### src/rtl/pru_pkg.sv
// Shared types and constants for the PRU command queue.
package pru_pkg;

    typedef enum logic [1:0] {
        RECT   = 2'b00,
        CIRCLE = 2'b01,
        BITMAP = 2'b10
    } shape_t;

    // Word0 fields in bit order, so the word maps directly onto the struct.
    typedef struct packed {
        logic [1:0] shape;
        logic [1:0] color;
        logic [8:0] row;
        logic [9:0] col;
    } staging_t;

    // Shape is kept raw: encoding 2'b11 is a valid bitmap request.
    typedef struct packed {
        logic [1:0] shape;
        logic [1:0] color;
        logic [9:0] col;
        logic [8:0] row;
        logic [9:0] width;
        logic [8:0] height_radius;
    } pru_cmd_t;

    localparam logic [31:0] OFS_WORD0   = 32'h0;
    localparam logic [31:0] OFS_WORD1   = 32'h4;
    localparam logic [31:0] OFS_STATUS  = 32'h8;
    localparam logic [31:0] OFS_CONTROL = 32'hC;

    localparam int unsigned ST_FULL_BIT   = 8;
    localparam int unsigned ST_EMPTY_BIT  = 9;
    localparam int unsigned ST_OVF_BIT    = 10;
    localparam int unsigned ST_ACTIVE_BIT = 11;

    localparam int unsigned CTRL_FLUSH_BIT   = 0;
    localparam int unsigned CTRL_OVF_CLR_BIT = 1;

    // Combine the staged word0 fields with the word1 geometry.
    function automatic pru_cmd_t make_cmd(staging_t stage, logic [18:0] word1);
        pru_cmd_t cmd;
        cmd.shape         = stage.shape;
        cmd.color         = stage.color;
        cmd.col           = stage.col;
        cmd.row           = stage.row;
        cmd.width         = word1[9:0];
        cmd.height_radius = word1[18:10];
        return cmd;
    endfunction

endpackage

### src/rtl/pru_cmd_fifo.sv
// Synchronous command FIFO with push, pop and flush. Flush beats a same-cycle
// push; a push while full is rejected even if a pop frees a slot that cycle.
module pru_cmd_fifo
    import pru_pkg::*;
#(
    parameter int unsigned DEPTH = 8,
    localparam int unsigned AW = $clog2(DEPTH),
    localparam int unsigned CW = AW + 1
) (
    input  logic          clk,
    input  logic          rst_n,
    input  logic          push,
    input  pru_cmd_t      push_data,
    input  logic          pop,
    input  logic          flush,
    output pru_cmd_t      head,
    output logic [CW-1:0] count,
    output logic          full,
    output logic          empty
);

    pru_cmd_t        mem [DEPTH];
    logic [AW-1:0]   wr_ptr_q, rd_ptr_q;
    logic [CW-1:0]   count_q, count_d;
    logic            do_push, do_pop;

    assign full    = (count_q == CW'(DEPTH));
    assign empty   = (count_q == '0);
    assign count   = count_q;
    assign head    = mem[rd_ptr_q];
    assign do_push = push && !full && !flush;
    assign do_pop  = pop && !empty;

    // Next occupancy; flush empties the FIFO after any same-cycle pop.
    always_comb begin
        count_d = count_q;
        if (flush) begin
            count_d = '0;
        end else if (do_push && !do_pop) begin
            count_d = count_q + CW'(1);
        end else if (do_pop && !do_push) begin
            count_d = count_q - CW'(1);
        end
    end

    // Pointer and count state; pointers wrap naturally at power-of-two depth.
    always_ff @(posedge clk or negedge rst_n) begin
        if (!rst_n) begin
            wr_ptr_q <= '0;
            rd_ptr_q <= '0;
            count_q  <= '0;
        end else begin
            count_q <= count_d;
            if (flush) begin
                wr_ptr_q <= '0;
                rd_ptr_q <= '0;
            end else begin
                if (do_push) wr_ptr_q <= wr_ptr_q + AW'(1);
                if (do_pop)  rd_ptr_q <= rd_ptr_q + AW'(1);
            end
        end
    end

    // Storage array, no reset needed.
    always_ff @(posedge clk) begin
        if (do_push) mem[wr_ptr_q] <= push_data;
    end

endmodule

### src/rtl/pru_cmd_queue.sv
// CPU-facing command sequencer for the PRU: register decode, word0 staging,
// overflow flag, issuer FSM and the held PRU output fields.
module pru_cmd_queue
    import pru_pkg::*;
#(
    parameter int unsigned DEPTH     = 8,
    parameter logic [31:0] BASE_ADDR = 32'h4010
) (
    input  logic        clk,
    input  logic        rst_n,
    input  logic        cpu_we,
    input  logic        cpu_re,
    input  logic [31:0] cpu_addr,
    input  logic [31:0] cpu_wdata,
    output logic [31:0] cpu_rdata,
    output logic        pru_start,
    output logic [1:0]  pru_shape_select,
    output logic [1:0]  pru_color,
    output logic [9:0]  pru_col,
    output logic [8:0]  pru_row,
    output logic [9:0]  pru_width,
    output logic [8:0]  pru_height_radius,
    input  logic        pru_done,
    output logic        queue_empty,
    output logic        queue_full,
    output logic        idle
);

    localparam int unsigned CW = $clog2(DEPTH) + 1;

    localparam logic [1:0] StIdle     = 2'd0;
    localparam logic [1:0] StIssue    = 2'd1;
    localparam logic [1:0] StWaitDone = 2'd2;
    localparam logic [1:0] StRelease  = 2'd3;

    logic          sel_word0, sel_word1, sel_status, sel_control;
    logic          push_req, flush_req, ovf_clr;
    logic          pop;
    pru_cmd_t      push_cmd, head_cmd, cur_q;
    logic [CW-1:0] fifo_count;
    logic          fifo_full, fifo_empty;
    staging_t      staging_q;
    logic          ovf_q;
    logic [1:0]    state_q, state_d;
    logic          start_q, start_d;
    logic [31:0]   status, rdata_q;
    logic          unused_wdata;

    assign sel_word0   = (cpu_addr == BASE_ADDR + OFS_WORD0);
    assign sel_word1   = (cpu_addr == BASE_ADDR + OFS_WORD1);
    assign sel_status  = (cpu_addr == BASE_ADDR + OFS_STATUS);
    assign sel_control = (cpu_addr == BASE_ADDR + OFS_CONTROL);

    assign push_req  = cpu_we && sel_word1;
    assign flush_req = cpu_we && sel_control && cpu_wdata[CTRL_FLUSH_BIT];
    assign ovf_clr   = cpu_we && sel_control && cpu_wdata[CTRL_OVF_CLR_BIT];
    assign push_cmd  = make_cmd(staging_q, cpu_wdata[18:0]);

    assign unused_wdata = ^cpu_wdata[31:23];

    pru_cmd_fifo #(
        .DEPTH (DEPTH)
    ) u_fifo (
        .clk       (clk),
        .rst_n     (rst_n),
        .push      (push_req),
        .push_data (push_cmd),
        .pop       (pop),
        .flush     (flush_req),
        .head      (head_cmd),
        .count     (fifo_count),
        .full      (fifo_full),
        .empty     (fifo_empty)
    );

    // Issuer next state: start is registered, so it rises one cycle after ISSUE.
    always_comb begin
        state_d = state_q;
        start_d = start_q;
        pop     = 1'b0;
        case (state_q)
            StIdle: begin
                if (!fifo_empty) begin
                    pop     = 1'b1;
                    state_d = StIssue;
                end
            end
            StIssue: begin
                start_d = 1'b1;
                state_d = StWaitDone;
            end
            StWaitDone: begin
                if (pru_done) begin
                    start_d = 1'b0;
                    state_d = StRelease;
                end
            end
            StRelease: begin
                if (!pru_done) state_d = StIdle;
            end
            default: begin
                start_d = 1'b0;
                state_d = StIdle;
            end
        endcase
    end

    // Issuer state, start level and the held command fields.
    always_ff @(posedge clk or negedge rst_n) begin
        if (!rst_n) begin
            state_q <= StIdle;
            start_q <= 1'b0;
            cur_q   <= '0;
        end else begin
            state_q <= state_d;
            start_q <= start_d;
            if (pop) cur_q <= head_cmd;
        end
    end

    // Word0 staging and sticky overflow (a flushed push never overflows).
    always_ff @(posedge clk or negedge rst_n) begin
        if (!rst_n) begin
            staging_q <= '0;
            ovf_q     <= 1'b0;
        end else begin
            if (cpu_we && sel_word0) staging_q <= staging_t'(cpu_wdata[22:0]);
            if (push_req && fifo_full && !flush_req) begin
                ovf_q <= 1'b1;
            end else if (ovf_clr) begin
                ovf_q <= 1'b0;
            end
        end
    end

    // Status word assembled from registered state only.
    always_comb begin
        status                = '0;
        status[7:0]           = 8'(fifo_count);
        status[ST_FULL_BIT]   = fifo_full;
        status[ST_EMPTY_BIT]  = fifo_empty;
        status[ST_OVF_BIT]    = ovf_q;
        status[ST_ACTIVE_BIT] = (state_q != StIdle);
    end

    // Registered read data, held between read strobes.
    always_ff @(posedge clk or negedge rst_n) begin
        if (!rst_n) begin
            rdata_q <= '0;
        end else if (cpu_re) begin
            rdata_q <= sel_status ? status : 32'h0;
        end
    end

    assign cpu_rdata         = rdata_q;
    assign pru_start         = start_q;
    assign pru_shape_select  = cur_q.shape;
    assign pru_color         = cur_q.color;
    assign pru_col           = cur_q.col;
    assign pru_row           = cur_q.row;
    assign pru_width         = cur_q.width;
    assign pru_height_radius = cur_q.height_radius;
    assign queue_empty       = fifo_empty;
    assign queue_full        = fifo_full;
    assign idle              = fifo_empty && (state_q == StIdle);

endmodule
### config.mk
export PLATFORM = sky130hd
export DESIGN_NAME = pru_cmd_queue
export DESIGN_NICKNAME = d
export VERILOG_FILES = /design/src/rtl/pru_pkg.sv /design/src/rtl/pru_cmd_fifo.sv /design/src/rtl/pru_cmd_queue.sv
export SDC_FILE = /design/constraint.sdc
export NUM_CORES = 1
export LEC_CHECK = 0
export ABC_AREA = 1
export CAP_MARGIN = 40
export CORE_MARGIN = 2
export CORE_UTILIZATION = 39
export CTS_CLUSTER_DIAMETER = 40
export DETAILED_ROUTE_END_ITERATION = 7
export HOLD_SLACK_MARGIN = 0.06
export PLACE_DENSITY = 0.65
export SLEW_MARGIN = 20
export SYNTH_ARGS = -nofsm -noshare
export SYNTH_HDL_FRONTEND = slang
export SYNTH_HIERARCHICAL = 1
export SYNTH_SLANG_ARGS = --single-unit
### constraint.sdc
create_clock -name clk -period 3.3 [get_ports clk]
set_clock_uncertainty 0.2 [all_clocks]
set_input_delay 0.99 -clock clk [delete_from_list [all_inputs] [get_ports clk]]
set_output_delay 0.99 -clock clk [all_outputs]
set_load 0.01 [all_outputs]
# ---- Word-level counts from Yosys, hierarchy flattened
# Memory sizes are Yosys's and may differ from the RTL's. A register that Yosys moved wholly into a read port is not among the register bits.
# Cells that the tools add are included.
dict set report word_totals {
  ff_bits 69
  latchBits 0
  mem_bits_rw 336
  mem_bits_ro 0
  in_bits 69
  output_inout_bits 78
  memories 1
}
dict set report classes {
  add_sub_neg 4
  mul 0
  div_mod_pow 0
  magnitude_cmp 0
  n_eq_ne 11
  n_shift 0
  muxes 20
  bitwise_logic 0
  reduce_logical 29
}
# memory words word_bits read_ports rd_ports_with_merged_regs write_ports line_no
set memory_table {}
lappend memory_table {u_fifo.mem 8 42 1 1 1 pru_cmd_fifo.sv:22} ;# pru_cmd_t mem [DEPTH];
# cell n
set ops {}
lappend ops {{32-bit by 15-bit == test with 1-bit output (second input constant)} 4}
lappend ops {{1-bit logical AND} 13}
lappend ops {{12-bit two-way mux} 1}
lappend ops {{3-bit two-way mux} 4}
lappend ops {{4-bit two-way mux} 3}
lappend ops {{2-bit nonzero test} 5}
lappend ops {{2-bit one-hot mux with 4 select lines} 1}
lappend ops {{1-bit two-way mux} 7}
lappend ops {{3-bit by 1-bit adder with 3-bit output (second input constant)} 2}
lappend ops {{1-bit zero test} 6}
lappend ops {{2-bit two-way mux} 3}
lappend ops {{2-bit inequality test (second input constant)} 3}
lappend ops {{4-bit by 1-bit adder with 4-bit output (second input constant)} 1}
lappend ops {{2-bit == test (second input constant)} 2}
lappend ops {{4-bit == test (second input constant)} 1}
lappend ops {{4-bit zero test} 1}
lappend ops {{4-bit by 1-bit subtractor with 4-bit output (second input constant)} 1}
lappend ops {{3-bit AND reduction} 1}
lappend ops {{3-bit nonzero test} 1}
lappend ops {{2-bit by 1-bit == test with 1-bit output (second input constant)} 1}
lappend ops {{2-bit zero test} 1}
lappend ops {{1-bit one-hot mux with 2 select lines} 1}
lappend ops {{2-bit AND reduction} 1}

# ---- Logic depth before layout (Yosys ltp)
# Gate-level depths: netlist of run 1.
dict set report depth {
  depth_word 10
  ltp_mapped 19
  depth_no_buf 19
}

# ---- Modules after synthesis
# Netlist of run 1, hierarchy kept.
# module n_inst cells_per_inst area_per_inst_um2 seq_area_each_um2
set by_module_without_submodules {}
lappend by_module_without_submodules {pru_cmd_fifo 1 1083 13790.7 10339.9}
lappend by_module_without_submodules {pru_cmd_queue 1 413 3454.6 1926.8}

# ---- Least setup slack after synthesis of run 1
# No wires, ideal clock.
dict set report synth_timing {
  kind {input to register}
  from {input port cpu_addr[31]}
  to {memory u_fifo/mem[0][0] (netlist name), enable pin}
  arrival_ns 3.751
  path_slack_ns -1.093
  cell_stages 9
  n_path_buf 0
  path_cell_list {nor2_1 > nand2_1 > nor2_1 > nand2_2 > nor3_1 > nand3_2 > inv_1 > nand2_1 > nor2_1}
}
dict set report synth_via {
  elab_cells_between_ends 10
}
# item line_no
set synth_rtl {}
lappend synth_rtl {{from (decl)} pru_cmd_queue.sv:13} ;# input logic [31:0] cpu_addr,
lappend synth_rtl {{32-bit by 15-bit == test with 1-bit output} pru_cmd_queue.sv:50} ;# assign sel_word1 = (cpu_addr == BASE_ADDR + OFS_WORD1);
lappend synth_rtl {{1-bit logical AND} pru_cmd_queue.sv:54} ;# assign push_req = cpu_we && sel_word1;
lappend synth_rtl {{net push_req} pru_cmd_queue.sv:37} ;# logic push_req, flush_req, ovf_clr;
lappend synth_rtl {{1-bit logical AND (2 in a row)} pru_cmd_fifo.sv:31} ;# assign do_push = push && !full && !flush;
lappend synth_rtl {{1-bit two-way mux} pru_cmd_fifo.sv:66} ;# if (do_push) mem[wr_ptr_q] <= push_data;
lappend synth_rtl {{1-bit two-way mux (implied by the code)} pru_cmd_fifo.sv:66}
lappend synth_rtl {{to (decl)} pru_cmd_fifo.sv:22}
# The timed path passes the listed nets, and every way through them passes these cells.

# ---- Worst setup path in the final report of run 1
dict set report layout_timing {
  from {register u_fifo.count_q[2], in the netlist u_fifo/count[2]}
  to {output port idle}
}
dict set report layout_via {
  elab_chain_cells 2
}
# item line_no
set layout_lines {}
lappend layout_lines {{from (decl)} pru_cmd_fifo.sv:24} ;# logic [CW-1:0] count_q, count_d;
lappend layout_lines {{from (signal assigned)} pru_cmd_fifo.sv:53} ;# count_q <= count_d;
lappend layout_lines {{4-bit zero test} pru_cmd_fifo.sv:28} ;# assign empty = (count_q == '0);
lappend layout_lines {{1-bit logical AND} pru_cmd_queue.sv:165} ;# assign idle = fifo_empty && (state_q == StIdle);
lappend layout_lines {{to (decl)} pru_cmd_queue.sv:26} ;# output logic idle
# Every way passes these cells.

==> metrics.yaml, run 1 <==
floorplanning:
  die_w_um: 214.3
  die-area_um2: 45920
  ios: 147
  core-area_um2: 43930
  die_h_um: 214.3
  initial_core_util: 0.3925
  core.rowCount: 77
timing:
  tightest_slew_ns: 0.7600
  setup_viol: 0
  layout_min_cycle_time_ns: 3.245
  period_share: 0.9832
  max_slew_margin: 0.4902
  holdWs_ns: 0.1384
  fmax_mhz: 308.2
  hold_viol_final: 0
  report.final.slew_viol_count: 0
synth:
  synth_warnings: 6
  ys_seq_area_frac: 0.7113
  synth_cells: 1496
  syn_avg_cell_area_um2: 11.53
  yosysUniqueCellTypes: 36
  yosys_register_bits: 423
  synth_area_um2: 17250
pwr:
  ir_drop_mv: 0.3516
  powerDensity_nw_per_um2: 567.1
  p_leak_nw: 8.688
route:
  firstDrtPassIters: 5
  wl_per_cell_um: 17.70
  drtAntennaViolNets: 0
  drtIter0Drc: 985
  vias: 11457
  via_per_inst: 5.012
  drt-total-wl_mm: 40.47
  route.detailed.drc: 0
job:
  cap_viol_max_count: 0
setup_path:
  crit_slowest_cell: "clkdlybuf4s50_1"
  timing.rr.end: "pru_shape_select[0]"
  r2r_start: "state_q[1]"
  arrival_ns: 2.05
  critPathCaptureType: "output pin"
  cpLargestDelayFamily: "buffers and inverters"
  path_max_fanout: 5
  r2r_slack_ns: 0.98
  required_ns: 2.11
  cp-start-kind: "flip-flop"
  critPathLaunch: "u_fifo/count[2]"
  critPathCapture: "idle"
  r2r_cells: 9
  cp_cell_sequence: "nor2_1 > nand2_2 > inv_2 > nand2_1 > inv_1 > clkdlybuf4s50_1"
  slowest_delay_ns: 0.52
  critPathKind: "reg -> out"
  cp.depth: 6
  critical_path_buf_inv_count: 3
final_layout:
  diodes: 0
  final_util: 0.4823
  drive_above_1_share: 0.1175
  nets: 1727
  area_growth_pct: 22.87
place:
  numPortBuffers: 113
  hpwl_mm: 23.79
  gp_congestion: 0.7622
clocking:
  h-tree-depth: 2
  cts_tree: "yes"
  path_clk_slew_ns: 0.06
  cts.path.max_buffers: 3
  cts_root_buf: "clkbuf_16"
  worstSkewPairLatency_ns: 0.56
  cts_inserted_buffers: 56
  cts.sinks: 423
global_routing:
  grt_pass1_wl_mm: 63.04
  grt.total_usage: 0.1742
  grt_overflow: 0
  antenna_found_initial: 1
  grt_pass1_vias: 11367
  grt_max_degree: 67
run_status:
  status: "finished, final reports clean"
min_path:
  hp-class: "in -> async"
==> where the power goes <==
| group | switching [mW] | leakage (nW) | internal [mW] |
|---|---|---|---|
| Clock | 2.33 | 0.908 | 3.62 |
| Sequential | 0.0160 | 4.69 | 5.74 |
| Combinational | 0.175 | 3.09 | 0.131 |
==> synth_stat cells, drive strengths merged <==
cell type  number  share of area
nor3            2        0.00058
buf            66          0.032
dfrtp          87           0.13
xnor2           1        0.00051
o21ai         177          0.051
clkbuf         36         0.0081
edfxtp        336           0.59
inv            32         0.0073
and3            1        0.00036
a31oi          42          0.015
conb            1        0.00022
nand3          44          0.014
o21a            1        0.00044
nand2         360          0.080
a21oi          49          0.014
ha              9         0.0065
nor2          249          0.056
fa              1         0.0012
a211oi          1        0.00044
clkinv          1        0.00022
==> worst reg2reg max path, delay by kind of cell, from the launching register on <==
family	cells	cell delay (ns)
adder cells (fa/ha/maj)	1	0.20
buffers and inverters	5	1.13
flip-flops	1	0.40
AND/OR/NAND/NOR	3	0.29
==> final cells by class <==
type,instances,area [um2]
clock buffer,67,1504
clock inverter,37,375.4
fill,3876,22740
inverter,33,128.9
multi-input combinational,961,4333
sequential,423,12280
tap,592,740.7
timing repair buffer,173,1832
==> worst min-delay path by stage <==
stage	startpoint	endpoint	slack, ns	cells past startpoint
5_1_grt	rst_n	pru_row[1]	0.15	1
3_5_place_dp	pru_col[6]	pru_col[6]	0.26	2
4_1_cts	rst_n	pru_row[1]	0.14	1
6_report	rst_n	pru_row[1]	0.14	1
3_3_place_gp	pru_col[4]	pru_col[4]	0.26	2
2_1_floorplan	ovf_q	ovf_q	0.24	2
==> registers in the layout, indices dropped and copies added (netlist names) <==
register	flops
ovf_q	1
pru_row	9
state_q	2
u_fifo/rd_ptr_q	3
pru_color	2
push_cmd	23
cpu_rdata	8
u_fifo/mem	336
pru_height_radius	9
pru_col	10
pru_start	1
u_fifo/count	4
pru_shape_select	2
u_fifo/wr_ptr_q	3
pru_width	10
==> logic make-up (layout without fill, tap and decap cells) <==
kind of cell,Yosys count,count (layout),share of synthesized area
adder cells (fa/ha/maj),10,10,0.007691
buffers and inverters,135,310,0.04738
flip-flops,423,423,0.7113
AO/OA/AOI/OAI,270,270,0.08191
XOR/XNOR,1,1,0.0005080
other,1,24,0.0002175
AND/OR/NAND/NOR,656,656,0.1510
==> timing repair <==
item	CTS	global route
gates resized for setup	3	6
hold buffers	0	0
buffers inserted	0	2
gates cloned	0	0
pin swaps	0	1
endpoints found under the setup margin	1	3
==> routing by layer <==
metal  global-route usage  up-vias  share of wire
li1                     -     5420              -
met1               0.2325     5589           0.43
met2               0.2869      377           0.48
met3              0.03277       69          0.065
met4              0.05949        2          0.027
met5                    0        -        0.00027
==> stage by stage <==
step / area (um2) / instances / setup WS, ns / power [mW] / setup TNS, ns
2_1_floorplan: 17350 / 1519 / -0.4412 / 6.002 / -146.22
3_3_place_gp: 19270 / 2180 / -0.4209 / 6.167 / -81.02
3_5_place_dp: 19270 / 2180 / -0.4509 / 6.179 / -83.78
4_1_cts: 21160 / 2284 / 0.0007256 / 12.11 / 0
5_1_grt: 21190 / 2286 / -0.008609 / 12.37 / -0.008609
6_report: 21190 / 2286 / 0.05528 / 12.02 / 0
==> cell usage in the layout (no fill, tap or decap), drive strengths merged <==
| cell type | n |
|---|---|
| a211oi | 1 |
| a21oi | 49 |
| a31oi | 42 |
| and3 | 1 |
| buf | 61 |
| bufinv | 4 |
| clkbuf | 67 |
| clkdlybuf4s50 | 111 |
| clkinv | 15 |
| clkinvlp | 7 |
| conb | 24 |
| dfrtp | 87 |
| dlymetal6s2s | 1 |
| edfxtp | 336 |
| fa | 1 |
| ha | 9 |
| inv | 44 |
| nand2 | 360 |
| nand3 | 44 |
| nor2 | 249 |
| nor3 | 2 |
| o21a | 1 |
| o21ai | 177 |
| xnor2 | 1 |
Note: power is estimated with default switching activity, not from simulation.
==> run 2: changes to the inputs <==
TNS_END_PERCENT = 30   (was not set)
==> run 2 against run 1 <==
Against the previous run:
- die area unchanged
- hold slack about the same
- final cell count barely moved
- critical path depth fell by 2
- non-clock buffer count is 2 lower
- critical endpoint is now queue_empty
- clock-buffer cell count did not move
- first-iteration DRC count shrank 2.6%
- combinational power about the same
- sequential power about the same
- register-to-register slack about the same
- critical path type unchanged
==> metrics.yaml, run 2 (same netlist as run 1, synthesis figures left out) <==
run_status:
  status: "finished, final reports clean"  # unchanged
pwr:
  ir_drop_mv: 0.3521  # was 0.3516 mV
  powerDensity_nw_per_um2: 567.1  # about the same
  p_leak_nw: 8.693  # was 8.688 nW
final_layout:
  fill_cells: 3872  # was 3876
  largest_register_ffs: 336  # unchanged
  mostFrequentLayoutCells: "355 x nand2_1, 336 x edfxtp_1, 232 x nor2_1"  # was 355 x nand2_1, 336 x edfxtp_1, 233 x nor2_1
  area_growth_pct: 22.85  # was 22.87%
  diodes: 0  # unchanged
  top_register: "u_fifo/mem"  # unchanged
  final_common_cell: "nand2_1"  # unchanged
  drive_above_1_share: 0.1170  # was 0.1175
  nets: 1725  # was 1727
clocking:
  cts_tree: "yes"  # unchanged
  cts_root_buf: "clkbuf_16"  # unchanged
  cts_setup_buffers: 0  # unchanged
  cts_inserted_buffers: 56  # unchanged
  worstSkewPairLatency_ns: 0.57  # was 0.56 ns
  ctsHoldBuffers: 0  # unchanged
  cts.path.max_buffers: 3  # unchanged
  h-tree-depth: 2  # unchanged
  cts.sinks: 423  # unchanged
  path_clk_slew_ns: 0.06  # about the same
place:
  numPortBuffers: 113  # unchanged
  hpwl_mm: 23.79  # unchanged
  gp_congestion: 0.7622  # unchanged
timing:
  report.final.slew_viol_count: 0  # unchanged
  hold_viol_final: 0  # unchanged
  setup_viol: 0  # unchanged
  holdWs_ns: 0.1387  # was 0.1384 ns
  fmax_mhz: 323.1  # was 308.2 MHz
  tightest_slew_ns: 0.7779  # was 0.7600 ns
  grt_setup_unrepaired: "no"
  period_share: 0.9380  # was 0.9832
  layout_min_cycle_time_ns: 3.095  # was 3.245 ns
  final.setup.tns_ns: 0  # unchanged
  max_slew_margin: 0.4782  # was 0.4902
route:
  route.detailed.drc: 0  # unchanged
  wl_per_cell_um: 17.72  # was 17.70 um
  firstDrtPassIters: 5  # unchanged
  drtAntennaViolNets: 0  # unchanged
  drt-total-wl_mm: 40.48  # was 40.47 mm
  drtIter0Drc: 959  # was 985
  via_per_inst: 5.014  # was 5.012
  vias: 11453  # was 11.46k
floorplanning:
  die_h_um: 214.3  # unchanged
  core.rowCount: 77  # unchanged
  initial_core_util: 0.3925  # unchanged
  die_w_um: 214.3  # unchanged
  ios: 147  # unchanged
  core-area_um2: 43930  # unchanged
  die-area_um2: 45920  # unchanged
global_routing:
  grt_pass1_vias: 11367  # unchanged
  grt.total_usage: 0.1742  # unchanged
  grt_max_degree: 67  # unchanged
  antenna_found_initial: 1  # unchanged
  grt_overflow: 0  # unchanged
  grt_pass1_wl_mm: 63.04  # unchanged
setup_path:
  required_ns: 2.11  # about the same
  timing.rr.end: "pru_col[8]"  # was pru_shape_select[0]
  critPathCaptureType: "output pin"  # unchanged
  critPathKind: "reg -> out"  # unchanged
  path_max_fanout: 5  # unchanged
  cp-start-kind: "flip-flop"  # unchanged
  r2r_slack_ns: 0.97  # was 0.98 ns
  critPathLaunch: "u_fifo/count[0]"  # was u_fifo/count[2]
  r2r_cells: 7  # was 9
  arrival_ns: 1.91  # was 2.05 ns
  r2r_start: "u_fifo/rd_ptr_q[1]"  # was state_q[1]
min_path:
  hp-class: "in -> async"  # unchanged
job:
  cap_viol_max_count: 0  # unchanged
==> run 2: critical path, stage by stage (launching register included) <==
cell and delay, ns:
dfrtp_2 0.45, nor2_4 0.18, nand2_4 0.09, inv_4 0.09, clkdlybuf4s50_1 0.54
==> run 2: what timing repair did <==
action                                  in CTS  in global routing
resized for setup                            3                 10
gates cloned                                 0                  0
pin swaps                                    0                  1
endpoints found under the setup margin       1                  3
==> run 2: metrics by stage <==
step                setup slack [ns]  utilization  instance area (um2)  cells  power [mW]
floorplan                    -0.4412            -                17350   1519       6.002
global placement             -0.4209       0.4387                19270   2180       6.167
detailed placement           -0.4509       0.4387                19270   2180       6.179
CTS                        0.0007256       0.4816                21160   2284       12.11
global route                 0.01775       0.4823                21190   2284       12.36
finish                        0.2045       0.4823                21190   2284       12.01
==> run 2: how the worst max path moves through the flow <==
stage | end | slack, ns | cells past startpoint
after CTS | idle | 0.0007 | 6
after detailed placement | u_fifo/count[3] | -0.45 | 19
after global placement | u_fifo/count[3] | -0.42 | 19
after floorplan | u_fifo/mem[4][0] | -0.44 | 9
after global routing | u_fifo/count[3] | 0.02 | 19
final | queue_empty | 0.20 | 4
==> run 2: routing by layer <==
layer	GRT usage	wire length, um
met5	0	11
met4	0.05949	1106
met3	0.03277	2525
met2	0.2869	19250
met1	0.2325	17590
==> run 2: final cells by class <==
type / count / area, um2 / area share
Multi-Input combinational cell: 961 / 4340 / 0.2049
Sequential cell: 423 / 12280 / 0.5794
Timing Repair Buffer: 171 / 1819 / 0.08587
Inverter: 33 / 131.4 / 0.006201
Clock buffer: 67 / 1504 / 0.07099
Clock inverter: 37 / 375.4 / 0.01772
Tap cell: 592 / 740.7 / 0.03496
==> run 2: where the power goes <==
group	internal [mW]	total [mW]	leakage, nW	switching [mW]
Clock	3.62	5.95	0.908	2.33
Sequential	5.74	5.76	4.69	0.0160
Combinational	0.129	0.304	3.10	0.175
==> run 3: changes to the inputs <==
SKIP_LAST_GASP = 1   (was not set)
SYNTH_HIERARCHICAL = not set   (was 1)
==> run 3 against run 2 <==
Against the previous run:
- final cell count fell by 10%
- critical path depth rose by 1
- setup slack got worse by 0.12 ns
- flip-flop and latch count did not move
- largest power group is now registers
- highest routed layer is now met4
- clock-buffer cell count fell by 4
- non-clock buffer count fell by 4
- synthesized cell count fell by 14%
- first-iteration DRC count fell by 42%
- combinational power rose to 3.5 times the previous value
==> metrics.yaml, run 3 <==
synth:
  yosysMostFrequentCell: "edfxtp_1"  # was nand2_1
  ys_seq_area_frac: 0.7123  # was 0.7113
  synthTopCellsByCount: "336 x edfxtp_1, 128 x o21ai_0, 117 x inv_1, 117 x nand2_1"  # was 355 x nand2_1, 336 x edfxtp_1, 242 x nor2_1, 94 x o21ai_1, 87 x dfrtp_1
  yosysUniqueCellTypes: 37  # was 36
  yosys.area.top_type: "edfxtp_1"  # unchanged
  synth_cells: 1281  # was 1496
  synth_warnings: 0  # was 6
  ys_async_sr_fraction: 0.2057  # unchanged
  yosys_most_used_dff: "edfxtp_1"  # unchanged
  synth_top_area_frac: 0.5859  # was 0.5851
  synth_area_um2: 17220  # was 17250 um2
  yosys_register_bits: 423  # unchanged
  synth_area_leaders: "edfxtp_1 59%, dfrtp_1 13%, mux2i_1 4.9%"  # was edfxtp_1 59%, dfrtp_1 13%, nand2_1 7.7%
  synth_edf_count: 336  # unchanged
  syn_avg_cell_area_um2: 13.44  # was 11.53 um2
place:
  dpl_worst_slack_ns: -0.2418  # was -0.4509 ns
  gp_congestion: 0.7313  # was 0.7622
  numPortBuffers: 113  # unchanged
  hpwl_mm: 21.28  # was 23.79 mm
route:
  via_per_inst: 4.948  # was 5.014
  firstDrtPassIters: 5  # unchanged
  vias: 10174  # was 11.45k
  drt-total-wl_mm: 37.56  # was 40.48 mm
  route.detailed.drc: 0  # unchanged
  wl_per_cell_um: 18.27  # was 17.72 um
  drtAntennaViolNets: 0  # unchanged
  drtIter0Drc: 557  # was 959
pwr:
  p_leak_nw: 7.915  # was 8.693 nW
  clkPwrFrac: 0.428  # was 0.495
  pwr-share-comb: 0.085  # was 0.025
  switchingPower_mw: 2.786  # was 2.523 mW
  total_power_mw: 12.59  # was 12.01 mW
  swShare: 0.2212  # was 0.2100
  power_frac_seq: 0.487  # was 0.479
  ir_drop_mv: 0.3798  # was 0.3521 mV
  powerDensity_nw_per_um2: 596.4  # was 567.1 nW/um2
  p_int_mw: 9.807  # was 9.491 mW
timing:
  fmax_mhz: 311.5  # was 323.1 MHz
  finalWorstSetupSlack_ns: 0.08942  # was 0.2045 ns
  grt_setup_unrepaired: "yes"  # was no
  tightest_slew_ns: 0.8003  # was 0.7779 ns
  setup_viol: 0  # unchanged
  max_slew_margin: 0.4664  # was 0.4782
  period_share: 0.9729  # was 0.9380
  layout_min_cycle_time_ns: 3.211  # was 3.095 ns
  hold_viol_final: 0  # unchanged
  report.final.slew_viol_count: 0  # unchanged
floorplanning:
  core-area_um2: 43360  # was 43930 um2
  die_w_um: 214.1  # was 214.3 um
  die_h_um: 214.1  # was 214.3 um
  ios: 147  # unchanged
  initial_core_util: 0.3971  # was 0.3925
  die-area_um2: 45850  # was 45920 um2
  core.rowCount: 76  # was 77
setup_path:
  cp-start-kind: "flip-flop"  # unchanged
  arrival_ns: 2.02  # was 1.91 ns
  critPathCaptureType: "output pin"  # unchanged
  critPathKind: "reg -> out"  # unchanged
  required_ns: 2.11  # about the same
  path_max_fanout: 4  # was 5
clocking:
  cts.path.max_buffers: 3  # unchanged
  cts.sinks: 423  # unchanged
  cts_setup_buffers: 0  # unchanged
  worstSkewPairLatency_ns: 0.57  # about the same
  ctsHoldBuffers: 0  # unchanged
  cts_root_buf: "clkbuf_16"  # unchanged
  h-tree-depth: 2  # unchanged
  cts_inserted_buffers: 49  # was 56
  cts_tree: "yes"  # unchanged
  path_clk_slew_ns: 0.06  # about the same
final_layout:
  top_register: "u_fifo.mem"  # was u_fifo/mem
  mostFrequentLayoutCells: "336 x edfxtp_1, 128 x o21ai_0, 116 x nand2_1"  # was 355 x nand2_1, 336 x edfxtp_1, 232 x nor2_1
  fill_cells: 3771  # was 3872
  multi_input_area_um2: 4237  # was 4340 um2
  regArea_um2: 12270  # was 12280 um2
  diodes: 0  # unchanged
  drive_above_1_share: 0.1312  # was 0.1170
  final_common_cell: "edfxtp_1"  # was nand2_1
  nets: 1508  # was 1725
  largest_register_ffs: 336  # unchanged
  area_growth_pct: 22.61  # was 22.85%
global_routing:
  grt.total_usage: 0.1644  # was 0.1742
  grt_overflow: 0  # unchanged
  grt_pass1_wl_mm: 58.92  # was 63.04 mm
  antenna_found_initial: 0  # was 1
  grt_pass1_vias: 10489  # was 11.37k
  grt_max_degree: 73  # was 67
job:
  cap_viol_max_count: 0  # unchanged
run_status:
  status: "finished, final reports clean"  # unchanged
min_path:
  hp-class: "in -> async"  # unchanged
-- run 3: final timing paths --
path                                  from         endpoint  depth (start not counted)  slack [ns]
min reg2reg                   pru_color[1]     pru_color[1]                          2        0.28
max                             state_q[0]             idle                          5        0.09
min in group clk              pru_color[1]     pru_color[1]                          2        0.28
min                                  rst_n     push_cmd[22]                          1        0.18
max reg2reg                u_fifo.count[1]  u_fifo.count[3]                         13        0.92
max in group asynchronous            rst_n     push_cmd[38]                          2        2.05
-- run 3: logic make-up (layout without fill, tap and decap cells) --
kind of cell,after synthesis,after routing,share of synthesized area
AOI/OAI and AO/OA,290,290,0.09278
xor gates and xnor gates,2,2,0.001017
adders and majority gates,9,9,0.006976
buffers and inverters,211,378,0.05478
DFF,423,423,0.7123
muxes,116,116,0.07404
other,1,24,0.0002178
and+or+nand+nor,229,229,0.05784
-- run 3: power by group through the flow --
stage | combinational, mW | sequential [mW] | clock [mW]
2_1_floorplan | 0.305 | 6.31 | 0
3_3_place_gp | 1.07 | 6.24 | 0
3_5_place_dp | 1.08 | 6.25 | 0
4_1_cts | 1.09 | 6.15 | 5.50
5_1_grt | 1.19 | 6.17 | 5.69
6_report | 1.07 | 6.14 | 5.39
-- run 3: layout make-up --
type | instances | share of cell area
clock buffers | 63 | 0.06258
well taps | 585 | 0.03467
flip-flops and latches | 423 | 0.5813
inverters | 119 | 0.02116
repair buffers | 167 | 0.08486
multi-input cells | 670 | 0.2007
clock inverters | 29 | 0.01481
-- run 3: worst max-delay path, stage by stage (launching register included) --
cell	delay [ns]
dfrtp_1	0.42
inv_1	0.10
ha_1	0.21
inv_1	0.08
nor2_1	0.11
clkdlybuf4s50_1	0.54
-- run 3: what timing repair did --
| item | 4_1_cts | 5_1_grt |
|---|---|---|
| gates resized for setup | 0 | 4 |
| hold endpoints to repair | 0 | 0 |
| setup endpoints to repair | 0 | 3 |
-- run 3: stage by stage --
stage / TNS, ns / hold slack (ns) / cells / util / area (um2)
6_report: 0 / 0.1844 / 2056 / 0.4869 / 21110
2_1_floorplan: -71.53 / 0.2528 / 1304 / - / 17430
5_1_grt: -0.01511 / 0.1962 / 2056 / 0.4869 / 21110
3_3_place_gp: -47.82 / 0.2658 / 1963 / 0.4483 / 19440
3_5_place_dp: -58.60 / 0.2696 / 1964 / 0.4490 / 19470
4_1_cts: 0 / 0.1769 / 2056 / 0.4866 / 21100
-- run 3: layer usage --
| metal | share of wire | GRT usage | wire length (um) | up-vias |
|---|---|---|---|---|
| met3 | 0.053 | 0.03021 | 2008 | 54 |
| met2 | 0.49 | 0.2776 | 18360 | 262 |
| met1 | 0.44 | 0.2164 | 16500 | 4989 |
| met5 | 0 | 0 | 0 | - |
| met4 | 0.019 | 0.05046 | 698 | 0 |
| li1 | - | - | - | 4869 |
